## config.mk

```make
export PLATFORM = sky130hd
export DESIGN_NAME = bias_act_accum_flat
export DESIGN_NICKNAME = d
export VERILOG_FILES = /design/src/rtl/bias_act_accum_pkg.sv /design/src/rtl/bias_act_accum_if.sv /design/src/rtl/bias_act_accum_lane.sv /design/src/rtl/bias_act_accum.sv /design/src/flat_wrapper.sv
export SDC_FILE = /design/constraint.sdc
export NUM_CORES = 2
export LEC_CHECK = 0
export ABC_AREA = 1
export CORE_UTILIZATION = 53
export DETAILED_ROUTE_END_ITERATION = 12
export GPL_TIMING_DRIVEN = 0
export PLACE_DENSITY = 0.79
export SLEW_MARGIN = 10
export SYNTH_ARGS = -nofsm -noshare
export SYNTH_HDL_FRONTEND = slang
export SYNTH_SLANG_ARGS = --single-unit
```

## constraint.sdc

```tcl
create_clock -name clk -period 5.5 [get_ports clk]
set_input_delay 1.1 -clock clk [delete_from_list [all_inputs] [get_ports clk]]
set_output_delay 1.1 -clock clk [all_outputs]
set_load 0.005 [all_outputs]
```

## src/rtl/bias_act_accum_pkg.sv

```systemverilog
// Shared sizing, state encoding and lane helpers for the bias/activation accumulator.
// Build option: RELU_ACT_EN selects ReLU activation (identity when undefined).
package bias_act_accum_pkg;

  localparam int N_ADDER_TREE = 16;
  localparam int DW           = 18;
  localparam int ACC_GUARD    = 6;
  localparam int ACC_W        = DW + ACC_GUARD;
  localparam int SHIFT        = 0;
  localparam int BUS_W        = N_ADDER_TREE * DW;

  typedef enum logic {
    ACC  = 1'b0,
    FULL = 1'b1
  } state_t;

  // Extract lane idx from a packed lane vector (lane i lives at [DW*(i+1)-1:DW*i]).
  function automatic logic signed [DW-1:0] lane_slice(input logic [BUS_W-1:0] vec,
                                                      input int unsigned idx);
    return vec[idx*DW +: DW];
  endfunction

endpackage

```

## src/rtl/bias_act_accum_if.sv

```systemverilog
// Partial-sum input stream and activated-result output stream of one layer.
interface bias_act_accum_if;
  import bias_act_accum_pkg::*;

  logic             in_valid;
  logic             in_ready;
  logic [BUS_W-1:0] in_data;
  logic             in_last;
  logic             out_valid;
  logic             out_ready;
  logic [BUS_W-1:0] out_data;

  // Upstream adder trees and downstream consumer side.
  modport master (
    output in_valid, in_data, in_last, out_ready,
    input  in_ready, out_valid, out_data
  );

  // Accumulator side.
  modport slave (
    input  in_valid, in_data, in_last, out_ready,
    output in_ready, out_valid, out_data
  );

endinterface

```

## src/rtl/bias_act_accum_lane.sv

```systemverilog
// Single-lane datapath: saturating accumulate, bias add, half-up rounding shift,
// activation and saturation to DW bits.
// Build option: RELU_ACT_EN selects ReLU activation (identity when undefined).
module bias_act_lane
  import bias_act_accum_pkg::*;
(
  input  logic                 clk,
  input  logic                 rst_n,
  input  logic                 acc_en,
  input  logic                 load_en,
  input  logic                 first,
  input  logic signed [DW-1:0] part,
  input  logic signed [DW-1:0] bias,
  output logic signed [DW-1:0] result,
  output logic                 acc_sat,
  output logic                 out_sat
);

  localparam logic signed [ACC_W:0]   ACC_HI = (ACC_W+1)'(2**(ACC_W-1) - 1);
  localparam logic signed [ACC_W:0]   ACC_LO = (ACC_W+1)'(-(2**(ACC_W-1)));
  localparam logic signed [ACC_W+1:0] OUT_HI = (ACC_W+2)'(2**(DW-1) - 1);
  localparam logic signed [ACC_W+1:0] OUT_LO = (ACC_W+2)'(-(2**(DW-1)));

  logic signed [ACC_W-1:0] acc;
  logic signed [ACC_W-1:0] base;
  logic signed [ACC_W:0]   acc_sum;
  logic signed [ACC_W-1:0] acc_next;
  logic signed [ACC_W:0]   biased;
  logic signed [ACC_W+1:0] rounded;
  logic signed [ACC_W+1:0] activated;
  logic signed [DW-1:0]    out_next;

  // Add the beat to the running sum (restarting on a new pixel), clamping at the accumulator limits.
  always_comb begin
    acc_sat  = 1'b0;
    base     = first ? '0 : acc;
    acc_sum  = {base[ACC_W-1], base} + {{(ACC_W+1-DW){part[DW-1]}}, part};
    acc_next = acc_sum[ACC_W-1:0];
    if (acc_sum > ACC_HI) begin
      acc_next = ACC_HI[ACC_W-1:0];
      acc_sat  = 1'b1;
    end else if (acc_sum < ACC_LO) begin
      acc_next = ACC_LO[ACC_W-1:0];
      acc_sat  = 1'b1;
    end
    biased = {acc_next[ACC_W-1], acc_next} + {{(ACC_W+1-DW){bias[DW-1]}}, bias};
  end

  generate
    if (SHIFT > 0) begin : g_round
      localparam logic signed [ACC_W+1:0] HALF = (ACC_W+2)'(1) <<< (SHIFT - 1);
      logic signed [ACC_W+1:0] pre;
      // Round half-up, then arithmetic shift down.
      always_comb begin
        pre     = {biased[ACC_W], biased} + HALF;
        rounded = pre >>> SHIFT;
      end
    end else begin : g_noround
      assign rounded = {biased[ACC_W], biased};
    end
  endgenerate

  // Apply the activation, then clamp into the signed DW-bit feature-map range.
  always_comb begin
`ifdef RELU_ACT_EN
    activated = rounded[ACC_W+1] ? '0 : rounded;
`else
    activated = rounded;
`endif
    out_sat  = 1'b0;
    out_next = activated[DW-1:0];
    if (activated > OUT_HI) begin
      out_next = OUT_HI[DW-1:0];
      out_sat  = 1'b1;
    end else if (activated < OUT_LO) begin
      out_next = OUT_LO[DW-1:0];
      out_sat  = 1'b1;
    end
  end

  // Accumulator advances on every accepted beat; result register loads on an accepted last beat.
  always_ff @(posedge clk or negedge rst_n) begin
    if (!rst_n) begin
      acc    <= '0;
      result <= '0;
    end else begin
      if (acc_en)  acc    <= acc_next;
      if (load_en) result <= out_next;
    end
  end

endmodule

```

## src/rtl/bias_act_accum.sv

```systemverilog
// Per-lane partial-sum accumulator with bias, activation and saturation for one
// convolution layer; N_ADDER_TREE lanes share one valid/ready control path.
// Build option: RELU_ACT_EN selects ReLU activation (identity when undefined).
module bias_act_accum
  import bias_act_accum_pkg::*;
(
  input  logic             clk,
  input  logic             rst_n,
  input  logic [BUS_W-1:0] bias,
  bias_act_accum_if.slave  s,
  input  logic             clr_flag,
  output logic             sat_flag,
  output logic [7:0]       pass_cnt
);

  state_t               state, state_next;
  logic                 first;
  logic                 accept;
  logic                 load;
  logic                 any_sat;
  logic [BUS_W-1:0]     out_bus;
  logic signed [DW-1:0] lane_res     [N_ADDER_TREE];
  logic                 lane_acc_sat [N_ADDER_TREE];
  logic                 lane_out_sat [N_ADDER_TREE];

  assign s.out_valid = (state == FULL);
  assign s.in_ready  = !s.out_valid || s.out_ready;
  assign accept      = s.in_valid && s.in_ready;
  assign load        = accept && s.in_last;
  assign s.out_data  = out_bus;

  genvar gi;
  generate
    for (gi = 0; gi < N_ADDER_TREE; gi++) begin : g_lane
      bias_act_lane u_lane (
        .clk     (clk),
        .rst_n   (rst_n),
        .acc_en  (accept),
        .load_en (load),
        .first   (first),
        .part    (lane_slice(s.in_data, gi)),
        .bias    (lane_slice(bias, gi)),
        .result  (lane_res[gi]),
        .acc_sat (lane_acc_sat[gi]),
        .out_sat (lane_out_sat[gi])
      );
    end
  endgenerate

  // Pack lane results and collect saturation events that count for this cycle.
  always_comb begin
    out_bus = '0;
    any_sat = 1'b0;
    for (int i = 0; i < N_ADDER_TREE; i++) begin
      out_bus[i*DW +: DW] = lane_res[i];
      if (accept && lane_acc_sat[i]) any_sat = 1'b1;
      if (load && lane_out_sat[i])   any_sat = 1'b1;
    end
  end

  // State register: FULL while a result waits for the consumer.
  always_ff @(posedge clk or negedge rst_n) begin
    if (!rst_n) state <= ACC;
    else        state <= state_next;
  end

  // A new result keeps FULL even when the old one leaves this cycle.
  always_comb begin
    state_next = state;
    case (state)
      ACC:     if (load) state_next = FULL;
      FULL:    if (load) state_next = FULL;
               else if (s.out_ready) state_next = ACC;
      default: state_next = ACC;
    endcase
  end

  // Pixel bookkeeping: first-beat marker and saturating beat count.
  always_ff @(posedge clk or negedge rst_n) begin
    if (!rst_n) begin
      first    <= 1'b1;
      pass_cnt <= 8'd0;
    end else if (accept) begin
      first <= s.in_last;
      if (first)                 pass_cnt <= 8'd1;
      else if (pass_cnt != 8'hFF) pass_cnt <= pass_cnt + 8'd1;
    end
  end

  // Sticky saturation flag; a clear wins over a same-cycle event.
  always_ff @(posedge clk or negedge rst_n) begin
    if (!rst_n)        sat_flag <= 1'b0;
    else if (clr_flag) sat_flag <= 1'b0;
    else if (any_sat)  sat_flag <= 1'b1;
  end

endmodule

```

## src/flat_wrapper.sv

```systemverilog
// flat-port wrapper written by rule: the top's interface ports become plain ports
module bias_act_accum_flat import bias_act_accum_pkg::*;
  (clk, rst_n, bias, clr_flag, sat_flag, pass_cnt, s_in_valid, s_in_data, s_in_last, s_out_ready, s_in_ready, s_out_valid, s_out_data);
  bias_act_accum_if s_i ();
  input  logic clk;
  input  logic rst_n;
  input  logic [BUS_W-1:0] bias;
  input  logic clr_flag;
  output logic sat_flag;
  output logic [7:0] pass_cnt;
  input wire logic [$bits(s_i.in_valid)-1:0] s_in_valid;
  input wire logic [$bits(s_i.in_data)-1:0] s_in_data;
  input wire logic [$bits(s_i.in_last)-1:0] s_in_last;
  input wire logic [$bits(s_i.out_ready)-1:0] s_out_ready;
  output wire logic [$bits(s_i.in_ready)-1:0] s_in_ready;
  output wire logic [$bits(s_i.out_valid)-1:0] s_out_valid;
  output wire logic [$bits(s_i.out_data)-1:0] s_out_data;
  assign s_i.in_valid = s_in_valid;
  assign s_i.in_data = s_in_data;
  assign s_i.in_last = s_in_last;
  assign s_i.out_ready = s_out_ready;
  assign s_in_ready = s_i.in_ready;
  assign s_out_valid = s_i.out_valid;
  assign s_out_data = s_i.out_data;
  bias_act_accum u_core (.clk(clk), .rst_n(rst_n), .bias(bias), .s(s_i), .clr_flag(clr_flag), .sat_flag(sat_flag), .pass_cnt(pass_cnt));
endmodule
```

==> impl_metrics.py <==
metrics = {
    "grt": {
        "grt_pass1_vias": 83226,
        "grt_antenna_before_repair": 103,
        "overflow": 0,
        "grt_pass1_wl_um": 476000,
        "grtUsageTotal": 0.433,
        "grt_max_degree": 106,
    },
    "timing": {
        "hold_violations": 0,
        "fmax_ghz": 0.173,
        "rsz0062_at_grt": "yes",
        "period_minus_slack_ns": 5.77,
        "setup_viol": 50,
        "finalClockSkew_ns": 0.0340,
        "final.period_utilization": 1.05,
        "maxSlewHeadroom": 0.0806,
        "setup_slack_ns": -0.275,
        "worst_pin_slew_ns": 1.38,
        "drv_slew": 0,
    },
    "critical_path": {
        "worst_path_largest_cell_delay_ns": 0.68,
        "crit_slowest_cell": "dfstp_4",
        "crit_cells": 37,
        "cp_num_buf_inv": 6,
        "crit_path_start_kind": "flop",
        "critical_path.most_common_cell": "nand2_1",
        "required_ns": 6.11,
        "cp_top_family": "simple AND/OR/NAND/NOR gates",
        "endpoint_kind": "flop",
        "r2r_cells": 37,
        "path_max_fanout": 10,
        "critPathArrivalTime_ns": 6.39,
        "criticalPathCategory": "flop to flop",
    },
    "detailed_routing": {
        "vias_per_cell": 5.92,
        "wl_um": 340000,
        "initialDrtViolationCount": 8699,
        "ant_nets": 0,
        "via_count": 90128,
        "drc": 0,
        "avgRoutedWirePerCell_um": 22.3,
        "met1Wirelength_um": 124000,
        "wl_met3_um": 38900,
        "dr.pass1.iters": 7,
        "top_layer": "met5",
        "wl_met2_um": 146000,
    },
    "die": {
        "io_pins": 881,
        "die_x_um": 379,
        "start_util": 0.537,
        "rows": 137,
        "fp.dieH_um": 379,
        "coreArea_mm2": 0.140,
        "die-area_mm2": 0.144,
    },
    "clock_tree": {
        "clock_tree.buffer_depth": 3,
        "ctsHoldBuffers": 0,
        "htreeDepth": 3,
        "clock_latency_ns": 0.73,
        "cts_tree": "done",
        "clock-sinks": 683,
        "ctsRootBufferMaster": "clkbuf_16",
        "cts_buffers": 88,
        "clkTransAtPathRegs_ns": 0.07,
    },
    "place": {
        "dp_slack_ns": -2.74,
        "hpwl_um": 259000,
        "portBuffers": 880,
        "gp_congestion": 1.05,
    },
    "synthesis": {
        "avgSynthCellArea_um2": 6.43,
        "ys_types": 61,
        "yosys-top-cells-count": "nand2_1 (3336), inv_1 (1544), nor2_1 (1096), o21ai_0 (1027), a21oi_1 (798)",
        "async_flop_share": 1.00,
        "synth_ff_type": "dfrtp_1",
        "ys_seq_area_frac": 0.227,
        "syn_nets": 13095,
        "synthesis.area_mm2": 0.0753,
        "ys_warn_count": 0,
        "ys_top_cells_by_area": "dfrtp_1 (23%), nand2_1 (17%), ha_1 (13%)",
        "synth_edf_count": 0,
        "yosys.area.top_type": "dfrtp_1",
        "synth_seq_cells": 683,
        "synth_top_area_frac": 0.227,
        "yosysMostFrequentCell": "nand2_1",
        "syn_inst": 11712,
    },
    "run": {
        "cap_violations": 0,
    },
    "layout": {
        "drive_gt1_frac": 0.182,
        "areaGrowthSynthToFinish_pct": 36.2,
        "nets": 14597,
        "fillers": 11203,
    },
    "worst_hold_path": {
        "hp-class": "input port to asynchronous set/reset pin",
    },
    "outcome": {
        "status": "complete, but fails checks",
        "violations": "negative setup slack",
    },
}
-- kinds of logic (layout without fill, tap and decap cells) --
group                    count (synthesis)  in the layout  share of synthesized area
XOR/XNOR                               548            548                     0.0638
adder cells (fa/ha/maj)                801            801                      0.136
AND/OR/NAND/NOR                       5390           5390                      0.294
flip-flops                             683            683                      0.227
AO/OA/AOI/OAI                         2472           2472                      0.186
buffers and inverters                 1818           3386                     0.0929
other                                    0             71                          0
-- final cells by class --
class / count / area [µm²] / share of cell area
clock buffer: 118 / 2500 / 0.0244
sequential: 683 / 17100 / 0.167
tap: 1876 / 2350 / 0.0229
buffer: 258 / 2390 / 0.0233
clock inverter: 38 / 509 / 0.00496
antenna: 71 / 178 / 0.00173
inverter: 1555 / 5860 / 0.0571
timing repair buffer: 1417 / 13400 / 0.130
multi-input combinational: 9211 / 58300 / 0.569
-- flip-flops by register name (all words and copies together), names as in the netlist --
name and cells:
u_core.s.out_valid 1, u_core.pass_cnt 8, u_core.first 1, u_core.g_lane.u_lane.result 288, u_core.g_lane.u_lane.acc 384, u_core.sat_flag 1
-- cells in the final DEF, fill, tap and decap left out, types with 55 or more instances in the layout --
master and n:
a21oi_1 627, a21oi_2 164, a2bb2oi_1 193, a31oi_1 78, buf_4 512, buf_6 56, clkbuf_1 86, clkbuf_16 115
clkdlybuf4s50_1 879, dfrtp_1 682, diode_2 71, ha_1 540, ha_2 79, ha_4 150, inv_1 1491, nand2_1 2986
nand2_2 310, nand2_4 74, nand3_1 374, nand3_2 66, nand4_1 260, nor2_1 893, nor2_2 182, nor2_4 62
nor3_2 55, o21ai_0 702, o21ai_1 247, o21ai_2 171, o21bai_1 75, xnor2_1 231, xor2_1 307
-- layer usage --
| metal | vias up | global-route usage |
|---|---|---|
| met4 | 60 | 0.316 |
| li1 | 41613 | - |
| met2 | 4941 | 0.672 |
| met1 | 42092 | 0.509 |
| met3 | 1422 | 0.123 |
| met5 | - | 0 |
-- metrics by stage --
| stage | cells | utilization | setup TNS, ns | cell area, µm² | hold WS (ns) |
|---|---|---|---|---|---|
| after floorplan | 11712 | - | 0 | 75300 | 0.449 |
| after global placement | 14468 | 0.617 | - | 86500 | 0.462 |
| after detailed placement | 14477 | 0.619 | -534.20 | 86800 | 0.466 |
| after CTS | 14842 | 0.670 | -0.259 | 94000 | 0.359 |
| after global routing | 15205 | 0.731 | -44.18 | 103000 | 0.399 |
| final | 15227 | 0.732 | -3.91 | 103000 | 0.330 |
-- worst reg2reg max path: cells and delay by family (launching register included) --
family	cells	cell delay, ns
compound gates	2	0.26
fa+ha+maj	3	0.99
buf+inv	6	0.91
flops	1	0.68
simple gates	26	2.80
-- final timing paths --
check	slack, ns	to	from
worst max register to register	-0.27	u_core.sat_flag	u_core.first
max in group asynchronous	3.35	u_core.g_lane[7].u_lane.result[17]	rst_n
worst min register to register	0.49	u_core.g_lane[15].u_lane.acc[22]	u_core.g_lane[15].u_lane.acc[22]
min in group clk	0.49	u_core.g_lane[15].u_lane.acc[22]	u_core.g_lane[15].u_lane.acc[22]
worst max-delay path	-0.27	u_core.sat_flag	u_core.first
worst min-delay path	0.33	u_core.g_lane[0].u_lane.result[16]	rst_n
-- repair_timing --
item / in CTS / in global routing
gates cloned: 2 / 9
setup buffers: 208 / 311
endpoints found under the hold margin: 0 / 0
pin swaps: 179 / 480
gates resized for setup: 857 / 1605
setup endpoints to repair: 329 / 275
Power is not shown: default switching activity piles up to over one toggle a cycle in this logic, so the estimate is an artifact.
